===== src/rtl/mcc_pkg.sv =====
// Shared definitions for the multiplier console controller.
//   state_e        : controller state encoding, as seen on state_o
//   K_MODE..K_AUTO : bit positions inside the active-low key vector
//   BANNER_DEFAULT : banner word shown in the BANNER state (resized by the top)
package mcc_pkg;

    typedef enum logic [2:0] {
        StIdle     = 3'd0,
        StBanner   = 3'd1,
        StEdit     = 3'd2,
        StCalc     = 3'd3,
        StResult   = 3'd4,
        StAutoOps  = 3'd5,
        StAutoMul  = 3'd6,
        StAutoProd = 3'd7
    } state_e;

    localparam int unsigned NumKeys = 5;
    localparam int unsigned K_MODE  = 0;
    localparam int unsigned K_INC_A = 1;
    localparam int unsigned K_INC_B = 2;
    localparam int unsigned K_EVAL  = 3;
    localparam int unsigned K_AUTO  = 4;

    localparam logic [23:0] BANNER_DEFAULT = 24'h332002;

endpackage


===== src/rtl/mult_console_ctrl_if.sv =====
// Console bundle between the key/tick source and the controller.
//   tick      : one-cycle dwell enable
//   key_n     : debounced active-low keys (see K_* in mcc_pkg)
//   disp_word : 3*W-bit hex word for the seven-segment scanner
//   led_en    : LED chaser enable
//   state_o   : current controller state
//   busy      : multiplier running
// master = stimulus/board side, slave = controller side.
interface mult_console_ctrl_if #(
    parameter int unsigned W = 8
);
    logic           tick;
    logic [4:0]     key_n;
    logic [3*W-1:0] disp_word;
    logic           led_en;
    logic [2:0]     state_o;
    logic           busy;

    modport master (
        output tick, key_n,
        input  disp_word, led_en, state_o, busy
    );

    modport slave (
        input  tick, key_n,
        output disp_word, led_en, state_o, busy
    );
endinterface


===== src/rtl/seq_mult.sv =====
// Unsigned shift-add multiplier, one partial product per cycle.
//   clk, rst  : clock, synchronous active-high reset (aborts a running multiply)
//   start_i   : one-cycle pulse; samples a_i/b_i, restarts even if busy
//   a_i, b_i  : W-bit operands
//   busy_o    : high for the W cycles after start
//   done_o    : one-cycle pulse W+1 cycles after start; product_o valid then
//   product_o : 2*W-bit product
module seq_mult #(
    parameter int unsigned W = 8
) (
    input  logic           clk,
    input  logic           rst,
    input  logic           start_i,
    input  logic [W-1:0]   a_i,
    input  logic [W-1:0]   b_i,
    output logic           busy_o,
    output logic           done_o,
    output logic [2*W-1:0] product_o
);
    localparam int unsigned CntW = $clog2(W + 1);

    logic [2*W-1:0]  mcand_q, mcand_d;
    logic [W-1:0]    mplier_q, mplier_d;
    logic [2*W-1:0]  acc_q, acc_d;
    logic [CntW-1:0] cnt_q, cnt_d;
    logic            busy_q, busy_d;
    logic            done_q, done_d;

    always_comb begin
        mcand_d  = mcand_q;
        mplier_d = mplier_q;
        acc_d    = acc_q;
        cnt_d    = cnt_q;
        busy_d   = busy_q;
        done_d   = 1'b0;
        if (start_i) begin
            mcand_d  = {{W{1'b0}}, a_i};
            mplier_d = b_i;
            acc_d    = '0;
            cnt_d    = CntW'(W);
            busy_d   = 1'b1;
        end else if (busy_q) begin
            acc_d    = acc_q + (mplier_q[0] ? mcand_q : '0);
            mcand_d  = mcand_q << 1;
            mplier_d = mplier_q >> 1;
            cnt_d    = cnt_q - 1'b1;
            // Last partial product lands this edge; done follows in the next cycle.
            if (cnt_q == CntW'(1)) begin
                busy_d = 1'b0;
                done_d = 1'b1;
            end
        end
    end

    always_ff @(posedge clk) begin
        if (rst) begin
            mcand_q  <= '0;
            mplier_q <= '0;
            acc_q    <= '0;
            cnt_q    <= '0;
            busy_q   <= 1'b0;
            done_q   <= 1'b0;
        end else begin
            mcand_q  <= mcand_d;
            mplier_q <= mplier_d;
            acc_q    <= acc_d;
            cnt_q    <= cnt_d;
            busy_q   <= busy_d;
            done_q   <= done_d;
        end
    end

    assign busy_o    = busy_q;
    assign done_o    = done_q;
    assign product_o = acc_q;

endmodule


===== src/rtl/mult_console_ctrl.sv =====
// Key-driven multiplier console: banner, operand edit, single multiply and
// (optionally) an auto-sweep that steps two operands and shows their product.
//   clk, rst : clock, synchronous active-high reset
//   bus      : mult_console_ctrl_if.slave (tick, key_n in; disp_word, led_en,
//              state_o, busy out)
// Build option: define MCC_AUTO_EN to include the auto-sweep states, the auto
// operands and the dwell counter; otherwise auto and eval-in-RESULT are ignored.
module mult_console_ctrl
    import mcc_pkg::*;
#(
    parameter int unsigned      W       = 8,
    parameter logic [3*W-1:0]   BANNER  = (3*W)'(BANNER_DEFAULT),
    parameter logic [W-1:0]     AUTO_A0 = W'(1),
    parameter logic [W-1:0]     AUTO_B0 = W'(2),
    parameter int unsigned      DWELL   = 1
) (
    input logic               clk,
    input logic               rst,
    mult_console_ctrl_if.slave bus
);
`ifdef MCC_AUTO_EN
    localparam bit AutoEn = 1'b1;
    localparam int unsigned CntW = (DWELL > 1) ? $clog2(DWELL) : 1;
`else
    localparam bit AutoEn = 1'b0;
`endif

    logic [NumKeys-1:0] key_q, key_prev_q, held_q, press;
    state_e             state_q, state_d;
    logic [W-1:0]       a_q, a_d, b_q, b_d;
    logic [2*W-1:0]     prod_q, prod_d;
    logic [W-1:0]       op_a, op_b;
    logic               mult_start, mult_busy, mult_done;
    logic [2*W-1:0]     mult_prod;
    logic               p_mode, p_eval, p_inc;
    logic [3*W-1:0]     disp;

`ifdef MCC_AUTO_EN
    logic               p_auto;
    logic [W-1:0]       aa_q, aa_d, ab_q, ab_d;
    logic [2*W-1:0]     aprod_q, aprod_d;
    logic [CntW-1:0]    cnt_q, cnt_d;
`endif

    // held_q masks keys already down at reset so their release-free level
    // after reset is not mistaken for a fresh falling edge.
    assign press = key_prev_q & ~key_q & ~held_q;

    // Priority: mode > eval > auto > inc (inc_a/inc_b share one class).
    assign p_mode = press[K_MODE];
    assign p_eval = press[K_EVAL] & ~press[K_MODE];
    assign p_inc  = (press[K_INC_A] | press[K_INC_B]) & ~press[K_MODE] & ~press[K_EVAL]
                    & ~(AutoEn & press[K_AUTO]);
`ifdef MCC_AUTO_EN
    assign p_auto = press[K_AUTO] & ~press[K_MODE] & ~press[K_EVAL];
`endif

    always_comb begin
        state_d    = state_q;
        a_d        = a_q;
        b_d        = b_q;
        prod_d     = prod_q;
        mult_start = 1'b0;
        op_a       = a_q;
        op_b       = b_q;
`ifdef MCC_AUTO_EN
        aa_d    = aa_q;
        ab_d    = ab_q;
        aprod_d = aprod_q;
        cnt_d   = cnt_q;
        if (state_q == StAutoOps) begin
            op_a = aa_q;
            op_b = ab_q;
        end
`endif
        unique case (state_q)
            StIdle: begin
                if (p_mode) state_d = StBanner;
            end
            StBanner: begin
                if (p_mode) state_d = StIdle;
`ifdef MCC_AUTO_EN
                else if (p_auto) begin
                    state_d = StAutoOps;
                    aa_d    = AUTO_A0;
                    ab_d    = AUTO_B0;
                end
`endif
                else if (p_inc) state_d = StEdit;
            end
            StEdit: begin
                if (p_mode) state_d = StIdle;
                else if (p_eval) begin
                    mult_start = 1'b1;
                    state_d    = StCalc;
                end
`ifdef MCC_AUTO_EN
                else if (p_auto) begin
                    state_d = StAutoOps;
                    aa_d    = AUTO_A0;
                    ab_d    = AUTO_B0;
                end
`endif
                else if (p_inc) begin
                    a_d = a_q + W'(press[K_INC_A]);
                    b_d = b_q + W'(press[K_INC_B]);
                end
            end
            StCalc: begin
                if (mult_done) begin
                    prod_d  = mult_prod;
                    state_d = StResult;
                end
            end
            StResult: begin
                if (p_mode) state_d = StIdle;
`ifdef MCC_AUTO_EN
                else if (p_eval) state_d = StAutoOps;
                else if (p_auto) begin
                    state_d = StAutoOps;
                    aa_d    = AUTO_A0;
                    ab_d    = AUTO_B0;
                end
`endif
                else if (p_inc) begin
                    a_d     = a_q + W'(press[K_INC_A]);
                    b_d     = b_q + W'(press[K_INC_B]);
                    state_d = StEdit;
                end
            end
`ifdef MCC_AUTO_EN
            StAutoOps: begin
                if (p_mode) state_d = StIdle;
                else if (p_auto) state_d = StBanner;
                else if (bus.tick) begin
                    if (cnt_q == CntW'(DWELL - 1)) begin
                        mult_start = 1'b1;
                        state_d    = StAutoMul;
                    end else begin
                        cnt_d = cnt_q + 1'b1;
                    end
                end
            end
            StAutoMul: begin
                if (p_mode) state_d = StIdle;
                else if (p_auto) state_d = StBanner;
                else if (mult_done) begin
                    aprod_d = mult_prod;
                    state_d = StAutoProd;
                end
            end
            StAutoProd: begin
                if (p_mode) state_d = StIdle;
                else if (p_auto) state_d = StBanner;
                else if (bus.tick) begin
                    if (cnt_q == CntW'(DWELL - 1)) begin
                        aa_d    = aa_q + 1'b1;
                        ab_d    = ab_q + 1'b1;
                        state_d = StAutoOps;
                    end else begin
                        cnt_d = cnt_q + 1'b1;
                    end
                end
            end
`endif
            default: state_d = StIdle;
        endcase
`ifdef MCC_AUTO_EN
        if (state_d != state_q) cnt_d = '0;
`endif
    end

    always_ff @(posedge clk) begin
        if (rst) begin
            key_q      <= '1;
            key_prev_q <= '1;
            held_q     <= ~bus.key_n;
            state_q    <= StIdle;
            a_q        <= '0;
            b_q        <= '0;
            prod_q     <= '0;
        end else begin
            key_q      <= bus.key_n;
            key_prev_q <= key_q;
            held_q     <= held_q & ~bus.key_n;
            state_q    <= state_d;
            a_q        <= a_d;
            b_q        <= b_d;
            prod_q     <= prod_d;
        end
    end

`ifdef MCC_AUTO_EN
    always_ff @(posedge clk) begin
        if (rst) begin
            aa_q    <= AUTO_A0;
            ab_q    <= AUTO_B0;
            aprod_q <= '0;
            cnt_q   <= '0;
        end else begin
            aa_q    <= aa_d;
            ab_q    <= ab_d;
            aprod_q <= aprod_d;
            cnt_q   <= cnt_d;
        end
    end
`endif

    seq_mult #(
        .W (W)
    ) u_seq_mult (
        .clk       (clk),
        .rst       (rst),
        .start_i   (mult_start),
        .a_i       (op_a),
        .b_i       (op_b),
        .busy_o    (mult_busy),
        .done_o    (mult_done),
        .product_o (mult_prod)
    );

    always_comb begin
        disp = '0;
        unique case (state_q)
            StBanner:          disp = BANNER;
            StEdit:            disp = {a_q, b_q, {W{1'b0}}};
            StCalc, StResult:  disp = {{W{1'b0}}, prod_q};
`ifdef MCC_AUTO_EN
            StAutoOps, StAutoMul: disp = {aa_q, ab_q, {W{1'b0}}};
            StAutoProd:           disp = {{W{1'b0}}, aprod_q};
`endif
            default:           disp = '0;
        endcase
    end

    assign bus.disp_word = disp;
    assign bus.led_en    = (state_q == StBanner);
    assign bus.state_o   = state_q;
    assign bus.busy      = mult_busy;

endmodule


===== src/flat_wrapper.sv =====
// flat-port wrapper written by rule: the top's interface ports become plain ports
module mult_console_ctrl_flat import mcc_pkg::*;
#(
    parameter int unsigned      W       = 8,
    parameter logic [3*W-1:0]   BANNER  = (3*W)'(BANNER_DEFAULT),
    parameter logic [W-1:0]     AUTO_A0 = W'(1),
    parameter logic [W-1:0]     AUTO_B0 = W'(2),
    parameter int unsigned      DWELL   = 1
)
  (clk, rst, bus_tick, bus_key_n, bus_disp_word, bus_led_en, bus_state_o, bus_busy);
  mult_console_ctrl_if #(.W(W)) bus_i ();
  input logic clk;
  input logic rst;
  input wire logic [$bits(bus_i.tick)-1:0] bus_tick;
  input wire logic [$bits(bus_i.key_n)-1:0] bus_key_n;
  output wire logic [$bits(bus_i.disp_word)-1:0] bus_disp_word;
  output wire logic [$bits(bus_i.led_en)-1:0] bus_led_en;
  output wire logic [$bits(bus_i.state_o)-1:0] bus_state_o;
  output wire logic [$bits(bus_i.busy)-1:0] bus_busy;
  assign bus_i.tick = bus_tick;
  assign bus_i.key_n = bus_key_n;
  assign bus_disp_word = bus_i.disp_word;
  assign bus_led_en = bus_i.led_en;
  assign bus_state_o = bus_i.state_o;
  assign bus_busy = bus_i.busy;
  mult_console_ctrl #(.W(W), .BANNER(BANNER), .AUTO_A0(AUTO_A0), .AUTO_B0(AUTO_B0), .DWELL(DWELL)) u_core (.clk(clk), .rst(rst), .bus(bus_i));
endmodule

===== config.mk =====
export PLATFORM = sky130hd
export DESIGN_NAME = mult_console_ctrl_flat
export DESIGN_NICKNAME = d
export VERILOG_FILES = /design/src/rtl/mcc_pkg.sv /design/src/rtl/mult_console_ctrl_if.sv /design/src/rtl/seq_mult.sv /design/src/rtl/mult_console_ctrl.sv /design/src/flat_wrapper.sv
export SDC_FILE = /design/constraint.sdc
export NUM_CORES = 1
export LEC_CHECK = 0
export ABC_AREA = 0
export CORE_MARGIN = 2
export CORE_UTILIZATION = 58
export DETAILED_ROUTE_END_ITERATION = 6
export GPL_TIMING_DRIVEN = 0
export PLACE_DENSITY = 0.91
export SKIP_CTS_REPAIR_TIMING = 1
export SLEW_MARGIN = 20
export SYNTH_ARGS = -nofsm -noshare
export SYNTH_HDL_FRONTEND = slang
export SYNTH_HIERARCHICAL = 1
export SYNTH_SLANG_ARGS = --single-unit

===== constraint.sdc =====
create_clock -name clk -period 3.19 [get_ports clk]
set_clock_uncertainty 0.2 [all_clocks]
set_input_delay 0.319 -clock clk [delete_from_list [all_inputs] [get_ports clk]]
set_output_delay 0.319 -clock clk [all_outputs]
set_load 0.005 [all_outputs]

==> impl_metrics.toml <==
[outcome]
status = "finished, final reports clean"

[clocking]
htree_levels = 3
cts_buffer_depth = 2
cts-root-buf = "clkbuf_8"
clock_latency_ps = 370
cts_sinks = 93
path_clk_slew_ps = 100
cts_tree = "done"
cts_buffers = 9

[synthesis]
syn_avg_cell_area_um2 = 8.45
synth_edf_count = 0
ys.flop_type = "dfxtp_1"
synthArstFlopShare_pct = 0
yosys.area.top_type = "dfxtp_1"
synth-seq-cells = 93
synth_top_area_share_pct = 38.8
synthTopCellsByArea = "dfxtp_1 (39%), a21oi_1 (6.6%), mux2i_1 (6.5%), nor2_1 (6.0%), ha_1 (5.5%)"
synth_top_cells_by_count = "dfxtp_1 (93), nor2_1 (77), a21oi_1 (63)"
synth_nets = 598
synth_area_mm2 = 0.00480
yosysMostFrequentCell = "dfxtp_1"
synth_cell_type_count = 56
ys.warnings.count = 6
postSynthCellCount = 568
yosysSeqAreaShare_pct = 38.8

[global_route]
grt_usage_pct = 28.4
grt_overflow = 0
antenna_found_initial = 0
grt_max_degree = 17
grt_pass1_vias = 4190
use_met1_pct = 37.6
grt_pass1_wl_um = 19800
gr-max-usage-layer = "met2"
use_met2_pct = 46.6
use_met3_pct = 4.63

[sta]
hold_viol = 0
setup_violations = 0
max-slew-margin-rel_pct = 50.6
holdWs_ps = 258
tns_ps = 0
rsz0062_at_grt = "false"
fmax_ghz = 0.326
worst_pin_slew_ps = 741
drv_slew = 0
period_share_pct = 96.1
min_period_ps = 3070

[setup_path]
crit_chain = "buf_2, or3b_2, nand2_1, clkbuf_2, a22o_1, clkdlybuf4s50_1"
cp_slowest_cell = "or3b_2"
arrival_ps = 2550
cp.required_ps = 2670
cp-end-kind = "output pin"
cp_max_fo = 10
worstSetupPathType = "flip-flop to output pin"
start_kind = "flip-flop"
max_stage_delay_ps = 500

[power_and_ir_drop]
p_comb_share_pct = 6.4
cellInternalPower_mw = 1.59
peakVddDrop_mv = 0.245
p_seq_share_pct = 55.6
powerDensity_mw_per_mm2 = 386
p_leak_nw = 2.07
p_switching_uw = 520
clkPwrFrac_pct = 38.0
finalPower_mw = 2.11
switching_share_pct = 24.6

[detailed_routing]
via_per_inst = 6.14
drc = 0
first_pass_iters = 5
drtAntennaViolNets = 0
wl_per_cell_um = 17.1
finalWirelength_um = 12400
via_count = 4437
drtIter0Drc = 421

[finish]
diodes = 0
num-fill-cells = 621
fin_cells = 723
syn2layout_area_growth_pct = 14.1
nets = 643
fin_area_mm2 = 0.00548
drive_above_1_share_pct = 9.87

[placed_design]
placed_cell_area_mm2 = 0.00527
portBuffers = 34
hpwl_um = 8870
dp.cells = 707
place.gp.congestion = 0.906

[floorplanning]
fp.dieArea_mm2 = 0.00902
core-area_mm2 = 0.00813
rows = 33
start_util_pct = 59.0
die_w_um = 95.0
io_pins = 37
fp.dieH_um = 95.0

[run]
maxCapViolations = 0

[hold_path]
hold_path_class = "flip-flop to flip-flop"
-- power by group through the flow --
stage	sequential (mW)	clock (mW)	combinational, mW
final	1.18	0.803	0.135
after global routing	1.18	0.862	0.146
after CTS	1.18	0.808	0.132
after detailed placement	1.20	0	0.130
after global placement	1.20	0	0.126
after floorplan	1.20	0	0.0749
-- layer usage --
metal | share of wire (%) | wire length (µm)
met4 | 2.0 | 252
met2 | 47 | 5840
met1 | 44 | 5430
met3 | 6.9 | 860
met5 | 0 | 0
-- final timing paths --
kind	start	end	slack [ps]	cells past startpoint
setup reg to reg	u_core/u_seq_mult/mplier_q[0]	u_core/u_seq_mult/product_o[14]	160	9
hold / removal	u_core/prod_q[7]	u_core/prod_q[7]	260	2
hold reg to reg	u_core/prod_q[7]	u_core/prod_q[7]	260	2
setup / recovery	u_core/bus.state_o[0]	bus_disp_word[15]	120	6
-- metrics by stage --
stage | utilization, % | setup WS [ps]
after floorplan | - | 482
after global placement | 64.8 | 244
after detailed placement | 64.8 | 194
after CTS | 67.2 | -95.9
after global routing | 67.3 | 1.74
final | 67.3 | 124
-- critical path: cells and delay by family (launching register included) --
kind / cells / cell delay, ps
buffers and inverters: 3 / 960
and+or+nand+nor: 2 / 680
AOI/OAI and AO/OA: 1 / 200
DFF: 1 / 330
-- sequential cells by signal (all words and copies together) (netlist names) --
signal,count
u_core/u_seq_mult/mcand_q,16
u_core/u_seq_mult/done_o,1
u_core/a_q,8
u_core/u_seq_mult/cnt_q,4
u_core/bus.state_o,3
u_core/u_seq_mult/product_o,16
u_core/b_q,8
u_core/held_q,4
u_core/key_prev_q,4
u_core/prod_q,16
u_core/key_q,4
u_core/u_seq_mult/mplier_q,8
u_core/u_seq_mult/busy_o,1
-- layout by cell type, fill, tap and decap left out, types with 6 or more instances in the layout --
cell type	synthesis	routed
a211oi_1	6	6
a21o_1	11	11
a21oi_1	63	63
a22o_1	7	7
and2_1	26	26
buf_2	8	8
clkbuf_1	22	21
clkbuf_8	0	9
clkdlybuf4s50_1	0	34
dfxtp_1	93	93
ha_1	21	21
inv_1	10	10
mux2i_1	31	31
nand2_1	48	48
nand3_1	19	19
nor2_1	77	77
o21ai_0	13	13
o31ai_1	8	8
or2_2	15	15
or4_1	7	7
xnor2_1	8	8
-- kinds of logic (layout without fill, tap and decap cells) --
group,Yosys count,count (layout),synth area share [%]
adder cells (fa/ha/maj),22,22,5.89
flip-flops,93,93,38.8
XOR/XNOR,12,12,2.19
AO/OA/AOI/OAI,134,134,17.9
AND/OR/NAND/NOR,228,228,23.7
multiplexers,35,35,7.41
buffers and inverters,44,94,4.12
-- layout make-up --
type / instances / area [µm²] / area share [%]
Buffer: 34 / 163 / 2.97
Clock buffer: 10 / 128 / 2.33
Clock inverter: 6 / 70.1 / 1.28
Inverter: 10 / 37.5 / 0.686
Multi-Input combinational cell: 431 / 2740 / 50.1
Sequential cell: 93 / 1860 / 34.0
Tap cell: 105 / 131 / 2.40
Timing Repair Buffer: 34 / 340 / 6.22
(Power assumes the default switching activity.)
